==> src/rtl/program_counter.sv <==
// Program counter: a word-aligned byte address that steps by STEP on every clock edge
// once it has been loaded by reset. It also reports the matching instruction-memory word
// index relative to the base of the instruction region.
module program_counter #(
  parameter logic [31:0] RESET_ADDR = 32'h0004_0000,
  parameter logic [31:0] STEP       = 32'd4
) (
  input  logic        clk,
  input  logic        rst,
  output logic [31:0] PC,
  output logic [31:0] line_index,
  output logic        pc_valid
);

  // Silicon powers up unknown. The declaration initialisers give simulation a defined
  // time-zero state (PC at the base, not yet valid) so line_index never reads X.
  logic [31:0] pc_q    = RESET_ADDR;
  logic        valid_q = 1'b0;
  logic [31:0] pc_d;
  logic [31:0] pc_offset;

  // Next PC: step only after reset has loaded a known address; otherwise hold.
  // The addition wraps modulo 2^32 with no flag and no stall.
  always_comb begin
    pc_d = pc_q;
    if (valid_q) begin
      pc_d = pc_q + STEP;
    end
  end

  // State update: synchronous reset takes priority over the increment on the same edge.
  always_ff @(posedge clk) begin
    if (rst) begin
      pc_q    <= RESET_ADDR;
      valid_q <= 1'b1;
    end else begin
      pc_q    <= pc_d;
      valid_q <= valid_q;
    end
  end

  // Word index into instruction memory; a PC below the base wraps modulo 2^32.
  always_comb begin
    pc_offset  = pc_q - RESET_ADDR;
    line_index = pc_offset >> 2;
  end

  assign PC       = pc_q;
  assign pc_valid = valid_q;

endmodule

==> config.mk <==
export PLATFORM = sky130hd
export DESIGN_NAME = program_counter
export DESIGN_NICKNAME = d
export VERILOG_FILES = /design/src/rtl/program_counter.sv
export SDC_FILE = /design/constraint.sdc
export NUM_CORES = 1
export LEC_CHECK = 0
export CAP_MARGIN = 15
export CORE_ASPECT_RATIO = 1.5
export CORE_UTILIZATION = 48
export CTS_CLUSTER_DIAMETER = 60
export DETAILED_ROUTE_END_ITERATION = 8
export GPL_TIMING_DRIVEN = 0
export HOLD_SLACK_MARGIN = 0.05
export PLACE_DENSITY = 0.85
export SKIP_CTS_REPAIR_TIMING = 1
export SYNTH_ARGS = -nofsm -noshare
export SYNTH_HDL_FRONTEND = slang
export SYNTH_SLANG_ARGS = --single-unit
==> constraint.sdc <==
create_clock -name clk -period 2.8 [get_ports clk]
set_clock_uncertainty 0.15 [all_clocks]
set_input_delay 0.28 -clock clk [delete_from_list [all_inputs] [get_ports clk]]
set_output_delay 0.28 -clock clk [all_outputs]
set_load 0.01 [all_outputs]
# Word level (Yosys, flattened, before mapping)

Index checks and enable logic that the tools add are counted.

Flip-flop bits (word level): 32
Output and inout port bits: 65
Logic and storage cells: 3

$add $sub $neg: 2

Operators with widths:

| operator               | number |
|---|---|
| $add 32x3->32 const B  | 1 |
| $sub 32x19->32 const B | 1 |

# Logic depth before layout (Yosys ltp)

Gate-level depths: netlist (run 1).

Word-level depth: 1
Mapped depth: 6
Mapped depth without buffers: 5

# Worst setup path after synthesis (run 1)

No wires, ideal clock.

Kind: reg-to-output
Start: register pc_q[24] (netlist: PC[24])
End: output line_index[27]
Data arrival time: 1.513 ns
Required time: 2.370 ns
Path slack: 0.857 ns
Cell stages (with the launch flop): 6
Path buffers: 1
Path through: dfxtp_1 buf_2 nor4_1 nand3_1 or3_1 xnor2_1

Word-level cells in the longest chain between the ends: 1

RTL lines:

| item                   | line | source |
|---|---|---|
| start, declared        | 17   | `logic [31:0] pc_q = RESET_ADDR;` |
| start signal, assigned | 37   | `pc_q <= pc_d;` |
| $sub 32x19->32         | 44   | `pc_offset = pc_q - RESET_ADDR;` |
| end, declared          | 11   | `output logic [31:0] line_index,` |

No other way between the ends.

# Worst setup path after layout (run 1)

Start: register pc_q[18] (netlist: PC[18])
End: output line_index[24]

The elaborated chain is that of the path after synthesis.

==> results by group, run 1 <==
Status
  – Status: finished clean

Die
  – Die Y: 77.5 um
  – Core area: 3650 um^2
  – Initial Utilization: 50.0%
  – Die area: 4060 um^2
  – Row cnt: 27
  – Chip width: 52.3 um
  – Io pins: 67

Detailed routing
  – Vias per std cell: 5.48
  – Met3 wire len: 259 um
  – Top sig layer: met4
  – Post-Route WL: 4570 um
  – DRC errors left: 0
  – WL/cell: 13.7 um
  – WL met2: 2430 um
  – DR iter-0 viols: 43
  – Initial DRT Pass Iterations: 4
  – Number of nets with antenna violations after routing: 0
  – Met1 wire length: 1770 um
  – Via Count: 1830

Worst hold path
  – Worst hold path class: flip-flop to flip-flop

Critical path
  – Cell family with the largest share of critical-path delay: buffers and inverters
  – Critical-path cell list: inv_1 > ha_1 > nand2_1 > nor4_1 > xor2_1 > clkdlybuf4s50_1
  – CP max stage delay: 0.55 ns
  – Buf/Inv on CP: 2
  – CP Capture Type: output port
  – CP max FO: 8
  – Startpoint types: flip-flop
  – Critical path type: flip-flop to output port
  – R2R setup slack: 0.74 ns
  – Critical Path RT: 2.37 ns
  – Crit path max-delay cell type: clkdlybuf4s50_1
  – CP arrival: 2.21 ns

Power
  – Pwr Density: 348 nW/um^2
  – Peak supply drop: 0.412 mV
  – Leakage power: 1.04 nW

Timing
  – Period Utilization, post-route: 94.4%
  – Setup TNS: 0 ns
  – RSZ-0062 raised after global routing: no
  – Fmax: 378 MHz
  – Hold Vio Cnt, Final: 0
  – Final setup vio count: 0
  – Tightest hold margin: 0.350 ns
  – Min Tclk post-route: 2.64 ns
  – Worst Setup Slack, final: 0.158 ns
  – Fin. max-slew vios: 0

CTS
  – Clk sinks: 30
  – CTS clk-pin slew, worst paths: 0.07 ns
  – Worst-skew pair later-pin latency: 0.29 ns
  – H-Tree Depth: 2
  – Num CTS Buffers: 5
  – CTS Root Cell: clkbuf_8
  – CTS max path bufs: 2
  – CTS tree: built

Global routing
  – GRT Util Overall: 23.8%
  – Largest net degree at the start of global routing: 11
  – Number of global-route vias before repair: 1613
  – Global-route wire length before repair: 7250 um
  – Initial antenna violation count: 0
  – Total gr overflow: 0

Layout
  – Post-Layout Cell Count: 334
  – Fillers: 298
  – # diodes: 0
  – Most frequent cells in the layout: clkdlybuf4s50_1 (61), dfxtp_1 (28), buf_4 (21)
  – Layout cell share with drive strength beyond 1: 15.8%
  – Nets@finish: 295
  – Max FFs per register: 30
  – Commonest non-fill, non-tap cell in the layout: clkdlybuf4s50_1
  – Layout area overhead: 44.7%

Placement
  – Post-DP HPWL: 3270 um
  – Placer Congestion: 0.742
  – Placed Cells: 327
  – Post-place setup slack: 0.240 ns
  – I/O Buffers: 61

Yosys
  – Synthesized instance count: 220
  – Distinct cells, synth: 30
  – Share of the yosys chip area belonging to registers: 32.9%
  – Yosys warns: 0
  – Netlist Area Pre-Place: 1820 um^2
  – Syn Area/Cell: 8.29 um^2
  – Yosys reg bits: 30

Flow run
  – # Max-Cap Violations: 0
==> synth_stat cells, drive strengths merged <==
| cell | number | share of area [%] |
|---|---|---|
| dfxtp | 30 | 33 |
| nor4 | 4 | 1.4 |
| nand2 | 17 | 3.6 |
| conb | 2 | 0.41 |
| o21ai | 4 | 1.1 |
| nor2 | 19 | 3.9 |
| buf | 27 | 11 |
| nand4 | 9 | 5.6 |
| or4 | 13 | 5.3 |
| clkbuf | 4 | 0.82 |
| xnor2 | 9 | 4.3 |
| inv | 5 | 1.0 |
| and2 | 3 | 1.0 |
| nor2b | 1 | 0.34 |
| ha | 3 | 2.1 |
| o31ai | 12 | 4.9 |
| or3 | 6 | 2.1 |
| and3 | 3 | 1.1 |
| and4 | 6 | 3.0 |
| nand3 | 9 | 2.5 |
| nor3 | 4 | 1.1 |
| xor2 | 13 | 6.2 |
| a21oi | 17 | 4.7 |
==> path summary, 6_finish.rpt <==
path	from	endpoint	depth (start not counted)
min reg2reg	PC[2]	PC[2]	1
max	PC[18]	line_index[24]	6
max reg2reg	PC[2]	PC[30]	6
min	PC[2]	PC[2]	1
==> routing by layer <==
| layer | up-vias | global-route usage, % |
|---|---|---|
| met5 | - | 0 |
| met4 | 0 | 11.1 |
| met3 | 13 | 6.47 |
| met2 | 69 | 40.4 |
| met1 | 849 | 26.4 |
| li1 | 899 | - |
==> metrics by stage <==
step,util [%],total power [mW],area (um^2)
after global routing,72.3,0.947,2640
after CTS,71.5,0.922,2610
after global placement,68.5,0.493,2500
after detailed placement,68.5,0.494,2500
after floorplan,-,0.473,1840
final,72.3,0.918,2640
==> final cells by class <==
type | instances | area (um^2) | share of cell area [%]
flip-flops and latches | 30 | 603 | 22.9
repair buffers | 61 | 611 | 23.1
well taps | 43 | 53.8 | 2.04
multi-input cells | 157 | 1040 | 39.4
clock inverters | 3 | 40.0 | 1.52
plain buffers | 30 | 204 | 7.73
clock buffers | 5 | 68.8 | 2.61
inverters | 5 | 18.8 | 0.711
==> power by group <==
part	total (mW)	internal (mW)	switching (mW)
Clock	0.433	0.262	0.171
Sequential	0.436	0.430	0.00567
Combinational	0.0488	0.0261	0.0227
Total	0.918	0.718	0.200
==> cell families after synthesis <==
| kind of cell | Yosys count | share of synthesized area [%] |
|---|---|---|
| and+or+nand+nor | 94 | 30.9 |
| buffers and inverters | 36 | 12.4 |
| AOI/OAI and AO/OA | 33 | 10.7 |
| DFF | 30 | 32.9 |
| xor gates and xnor gates | 22 | 10.6 |
| adders and majority gates | 3 | 2.06 |
| other | 2 | 0.412 |
==> worst reg2reg max path, stage by stage (launching register included) <==
cell	delay, ns
dfxtp_1	0.41
ha_1	0.27
and4_1	0.21
buf_2	0.17
nand2_2	0.13
or4_1	0.51
a21oi_1	0.14
(Power assumes the default switching activity.)
==> inputs of run 2 (changes only) <==
--- a/config.mk
+++ b/config.mk
@@ -7,12 +7,11 @@
 export LEC_CHECK = 0
 export CAP_MARGIN = 15
 export CORE_ASPECT_RATIO = 1.5
-export CORE_UTILIZATION = 48
+export CORE_UTILIZATION = 25
 export CTS_CLUSTER_DIAMETER = 60
 export DETAILED_ROUTE_END_ITERATION = 8
 export GPL_TIMING_DRIVEN = 0
 export HOLD_SLACK_MARGIN = 0.05
-export PLACE_DENSITY = 0.85
 export SKIP_CTS_REPAIR_TIMING = 1
 export SYNTH_ARGS = -nofsm -noshare
 export SYNTH_HDL_FRONTEND = slang
==> results by group, run 2 (synthesis gave the netlist of run 1 again) <==
Detailed routing
  – Number of nets with antenna violations after routing: 0 (unchanged)
  – Initial DRT Pass Iterations: 4 (unchanged)
  – DRC errors left: 0 (unchanged)
  – WL/cell: 12.6 um (was 13.7 um)
  – DR iter-0 viols: 64 (was 43)
  – Vias per std cell: 4.88 (was 5.48)
  – Post-Route WL: 4630 um (was 4570 um)
  – Via Count: 1791 (was 1830)

Global routing
  – Met1 usage: 13.9% (was 26.4%)
  – GR Layer Usage met3: 2.63% (was 6.47%)
  – GR Layer Usage met2: 22.6% (was 40.4%)
  – Initial antenna violation count: 0 (unchanged)
  – Number of global-route vias before repair: 1577 (was 1613)
  – Largest net degree at the start of global routing: 11 (unchanged)
  – Global-route wire length before repair: 7460 um (was 7250 um)
  – GRT Util Overall: 12.4% (was 23.8%)
  – Total gr overflow: 0 (unchanged)
  – GR peak layer: met2 (unchanged)

Critical path
  – R2R setup slack: 0.74 ns (about the same)
  – Cell family with the largest share of critical-path delay: simple AND/OR/NAND/NOR gates (was buffers and inverters)
  – Startpoint types: flip-flop (unchanged)
  – Critical path type: flip-flop to output port (unchanged)
  – Buf/Inv on CP: 1 (was 2)
  – FF-to-FF Start: PC[2] (unchanged)
  – R2r endpoint: PC[30] (unchanged)
  – Critical-path cell list: nor4_4 > nand3_1 > or3_1 > xnor2_1 > clkdlybuf4s50_1 (was inv_1 > ha_1 > nand2_1 > nor4_1 > xor2_1 > clkdlybuf4s50_1)
  – CP max FO: 12 (was 8)
  – Crit path max-delay cell type: clkdlybuf4s50_1 (unchanged)
  – Critical Path RT: 2.37 ns (about the same)
  – CP Capture Type: output port (unchanged)
  – CP arrival: 2.22 ns (was 2.21 ns)
  – CP max stage delay: 0.55 ns (about the same)
  – R2R cell count: 6 (unchanged)

Power
  – Pwr Total: 0.826 mW (was 0.918 mW)
  – Leakage power: 1.02 nW (was 1.04 nW)
  – Pwr Density: 312 nW/um^2 (was 348 nW/um^2)
  – Peak supply drop: 0.163 mV (was 0.412 mV)

Placement
  – I/O Buffers: 61 (unchanged)
  – Post-place setup slack: 0.264 ns (was 0.240 ns)
  – Post-DP HPWL: 3460 um (was 3270 um)
  – Placer Congestion: 0.735 (was 0.742)

Timing
  – Period Utilization, post-route: 94.8% (was 94.4%)
  – Worst Setup Slack, final: 0.146 ns (was 0.158 ns)
  – Final setup vio count: 0 (unchanged)
  – Hold Vio Cnt, Final: 0 (unchanged)
  – Fin. max-slew vios: 0 (unchanged)
  – RSZ-0062 raised after global routing: no (unchanged)
  – Fmax: 377 MHz (was 378 MHz)
  – Min Tclk post-route: 2.65 ns (was 2.64 ns)

CTS
  – CTS tree: built (unchanged)
  – H-Tree Depth: 2 (unchanged)
  – Num CTS Buffers: 5 (unchanged)
  – CTS max path bufs: 2 (unchanged)
  – Worst-skew pair later-pin latency: 0.28 ns (was 0.29 ns)
  – CTS clk-pin slew, worst paths: 0.06 ns (was 0.07 ns)
  – CTS Root Cell: clkbuf_8 (unchanged)
  – Clk sinks: 30 (unchanged)

Layout
  – Util after Layout: 38.1% (was 72.3%)
  – Nets@finish: 295 (unchanged)
  – Most frequent cells in the layout: clkdlybuf4s50_1 (61), dfxtp_1 (30), buf_4 (21) (was clkdlybuf4s50_1 (61), dfxtp_1 (28), buf_4 (21))
  – # diodes: 0 (unchanged)
  – Max FFs per register: 30 (unchanged)
  – Layout cell share with drive strength beyond 1: 14.5% (was 15.8%)
  – Layout area overhead: 45.2% (was 44.7%)
  – Commonest non-fill, non-tap cell in the layout: clkdlybuf4s50_1 (unchanged)

Worst hold path
  – Hold Startpoint: PC[2] (unchanged)
  – Hold endpoint: PC[2] (unchanged)
  – Hold path depth: 1 (unchanged)
  – Worst hold path class: flip-flop to flip-flop (unchanged)

Die
  – Die Y: 107 um (was 77.5 um)
  – Die area: 7650 um^2 (was 4060 um^2)
  – Chip width: 71.7 um (was 52.3 um)
  – Row cnt: 37 (was 27)
  – Core area: 6940 um^2 (was 3650 um^2)
  – Initial Utilization: 26.3% (was 50.0%)
  – Io pins: 67 (unchanged)

Status
  – Status: finished clean (unchanged)

Flow run
  – # Max-Cap Violations: 0 (unchanged)
==> run 2: cell count changes in the layout (fill, tap and decap cells not counted), sizes merged <==
cell / previous run / this run
clkbuf: 8 / 9
bufinv: 1 / 0
clkinv: 2 / 0
==> run 2: final cells by class <==
cell class | instances | area (um^2)
Buffer | 30 | 204
Clock buffer | 6 | 82.6
Fill cell | 728 | 4300
Inverter | 5 | 18.8
Multi-Input combinational cell | 157 | 1030
Sequential cell | 30 | 601
Tap cell | 78 | 97.6
Timing Repair Buffer | 61 | 611
==> run 2: report_power, final <==
part | switching, mW | internal (mW) | total, mW
registers | 0.00536 | 0.431 | 0.436
logic | 0.0222 | 0.0260 | 0.0483
clock network | 0.153 | 0.189 | 0.342
total | 0.180 | 0.646 | 0.826
==> run 2: per-layer routing <==
layer / share of wire, % / vias to the layer above
met2: 51 / 58
met5: 0 / -
met3: 5.2 / 7
met1: 42 / 824
met4: 1.6 / 0
li1: - / 902
==> run 2: how the worst max path moves through the flow <==
stage	from	endpoint	slack [ns]	cells after the start
6_report	PC[23]	line_index[27]	0.15	5
3_3_place_gp	PC[23]	line_index[27]	0.26	6
5_1_grt	PC[18]	line_index[28]	0.04	6
3_5_place_dp	PC[23]	line_index[27]	0.26	6
4_1_cts	PC[23]	line_index[27]	-0.05	6
2_1_floorplan	PC[24]	line_index[27]	0.86	5
==> run 2: through the flow <==
stage	area, um^2	hold slack, ns	setup TNS [ns]	instances
after floorplan	1840	0.202	0	223
after global placement	2540	0.332	0	362
after detailed placement	2540	0.345	0	362
after CTS	2630	0.359	-0.0460	368
after global routing	2650	0.388	0	367
final	2650	0.348	0	367
==> inputs of run 3 (changes only) <==
--- a/config.mk
+++ b/config.mk
@@ -6,7 +6,6 @@
 export NUM_CORES = 1
 export LEC_CHECK = 0
 export CAP_MARGIN = 15
-export CORE_ASPECT_RATIO = 1.5
 export CORE_UTILIZATION = 25
 export CTS_CLUSTER_DIAMETER = 60
 export DETAILED_ROUTE_END_ITERATION = 8
==> results by group, run 3 (synthesis gave the netlist of run 1 again) <==
Status
  – Status: finished clean (unchanged)

Critical path
  – Startpoint types: flip-flop (unchanged)
  – Critical path type: flip-flop to output port (unchanged)
  – CP arrival: 2.15 ns (was 2.22 ns)
  – CP Capture Type: output port (unchanged)
  – CP max FO: 8 (was 12)
  – Critical Path RT: 2.37 ns (about the same)

CTS
  – CTS tree: built (unchanged)
  – Num CTS Buffers: 5 (unchanged)
  – CTS Root Cell: clkbuf_8 (unchanged)
  – Clk sinks: 30 (unchanged)
  – Worst-skew pair later-pin latency: 0.29 ns (was 0.28 ns)
  – CTS max path bufs: 2 (unchanged)
  – H-Tree Depth: 2 (unchanged)
  – CTS clk-pin slew, worst paths: 0.06 ns (about the same)

Flow run
  – # Max-Cap Violations: 0 (unchanged)

Placement
  – Post-DP HPWL: 3490 um (was 3460 um)
  – Placement Cell Area: 2570 um^2 (was 2540 um^2)
  – I/O Buffers: 61 (unchanged)
  – Post-place setup slack: 0.309 ns (was 0.264 ns)
  – Placer Congestion: 0.765 (was 0.735)

Timing
  – Worst Setup Slack, final: 0.221 ns (was 0.146 ns)
  – Min Tclk post-route: 2.58 ns (was 2.65 ns)
  – Tightest hold margin: 0.356 ns (was 0.348 ns)
  – Period Utilization, post-route: 92.1% (was 94.8%)
  – Hold Vio Cnt, Final: 0 (unchanged)
  – Final setup vio count: 0 (unchanged)
  – RSZ-0062 raised after global routing: no (unchanged)
  – Fin. max-slew vios: 0 (unchanged)
  – Worst slew margin: 65.1%
  – Fmax: 388 MHz (was 377 MHz)
  – Worst-margin pin slew: 0.524 ns

Layout
  – Layout area overhead: 47.5% (was 45.2%)
  – # diodes: 0 (unchanged)
  – Most frequent cells in the layout: clkdlybuf4s50_1 (60), dfxtp_1 (28), buf_4 (21) (was clkdlybuf4s50_1 (61), dfxtp_1 (30), buf_4 (21))
  – Util after Layout: 39.0% (was 38.1%)
  – Max FFs per register: 30 (unchanged)
  – Design Area, Final: 2690 um^2 (was 2650 um^2)
  – Commonest non-fill, non-tap cell in the layout: clkdlybuf4s50_1 (unchanged)
  – Nets@finish: 295 (unchanged)
  – Layout cell share with drive strength beyond 1: 15.5% (was 14.5%)

Die
  – Initial Utilization: 26.4% (was 26.3%)
  – Die Y: 87.4 um (was 107 um)
  – Die area: 7640 um^2 (was 7650 um^2)
  – Io pins: 67 (unchanged)
  – Row cnt: 30 (was 37)
  – Chip width: 87.4 um (was 71.7 um)
  – Core area: 6910 um^2 (was 6940 um^2)

Global routing
  – Initial antenna violation count: 0 (unchanged)
  – Number of global-route vias before repair: 1593 (was 1577)
  – Global-route wire length before repair: 7910 um (was 7460 um)
  – Total gr overflow: 0 (unchanged)
  – GRT Util Overall: 13.4% (was 12.4%)
  – Largest net degree at the start of global routing: 11 (unchanged)

Power
  – Leakage power: 1.05 nW (was 1.02 nW)
  – Pwr Total: 0.851 mW (was 0.826 mW)
  – Pwr Density: 316 nW/um^2 (was 312 nW/um^2)
  – Peak supply drop: 0.146 mV (was 0.163 mV)

Detailed routing
  – WL/cell: 12.6 um (about the same)
  – Post-Route WL: 4890 um (was 4630 um)
  – Vias per std cell: 4.60 (was 4.88)
  – Initial DRT Pass Iterations: 4 (unchanged)
  – Via Count: 1779 (was 1791)
  – DRC errors left: 0 (unchanged)
  – Number of nets with antenna violations after routing: 0 (unchanged)
  – DR iter-0 viols: 98 (was 64)

Worst hold path
  – Worst hold path class: flip-flop to flip-flop (unchanged)
==> run 3: metal layers <==
layer | wire [um] | global-route usage, % | vias up
met2 | 2190 | 21.5 | 60
li1 | - | - | 901
met3 | 307 | 3.51 | 6
met4 | 59 | 4.47 | 0
met5 | 0 | 0 | -
met1 | 2330 | 17.4 | 812
==> run 3: metrics by stage <==
step,setup TNS (ns),cells
6_report,0,387
5_1_grt,0,387
4_1_cts,-0.00916,388
3_5_place_dp,0,380
3_3_place_gp,0,380
2_1_floorplan,0,223
==> run 3: critical path, cell delays in order, from the launching register on <==
cell and delay (ns):
dfxtp_1 0.39, inv_1 0.13, ha_1 0.27, nand3_1 0.12
nor4_1 0.24, xor2_1 0.17, clkdlybuf4s50_1 0.55
==> run 3: worst paths after layout <==
check	end	slack (ns)	depth (start not counted)	from
setup / recovery	line_index[28]	0.22	6	PC[18]
setup reg to reg	PC[30]	0.71	6	PC[2]
hold / removal	PC[2]	0.36	1	PC[2]
hold reg to reg	PC[2]	0.36	1	PC[2]
==> run 3: power by group <==
part           leakage (nW)  switching [mW]  internal (mW)  total [mW]
clock network        0.0482           0.167          0.198       0.365
registers             0.243         0.00608          0.430       0.436
logic                 0.756          0.0232         0.0261      0.0493
==> run 3: cell type report <==
| type | count | area [um^2] |
|---|---|---|
| Fill cell | 734 | 4220 |
| Multi-Input combinational cell | 157 | 1040 |
| Tap cell | 96 | 120 |
| Clock inverter | 1 | 5.00 |
| Buffer | 30 | 204 |
| Inverter | 5 | 18.8 |
| Timing Repair Buffer | 61 | 613 |
| Sequential cell | 30 | 603 |
| Clock buffer | 7 | 86.3 |
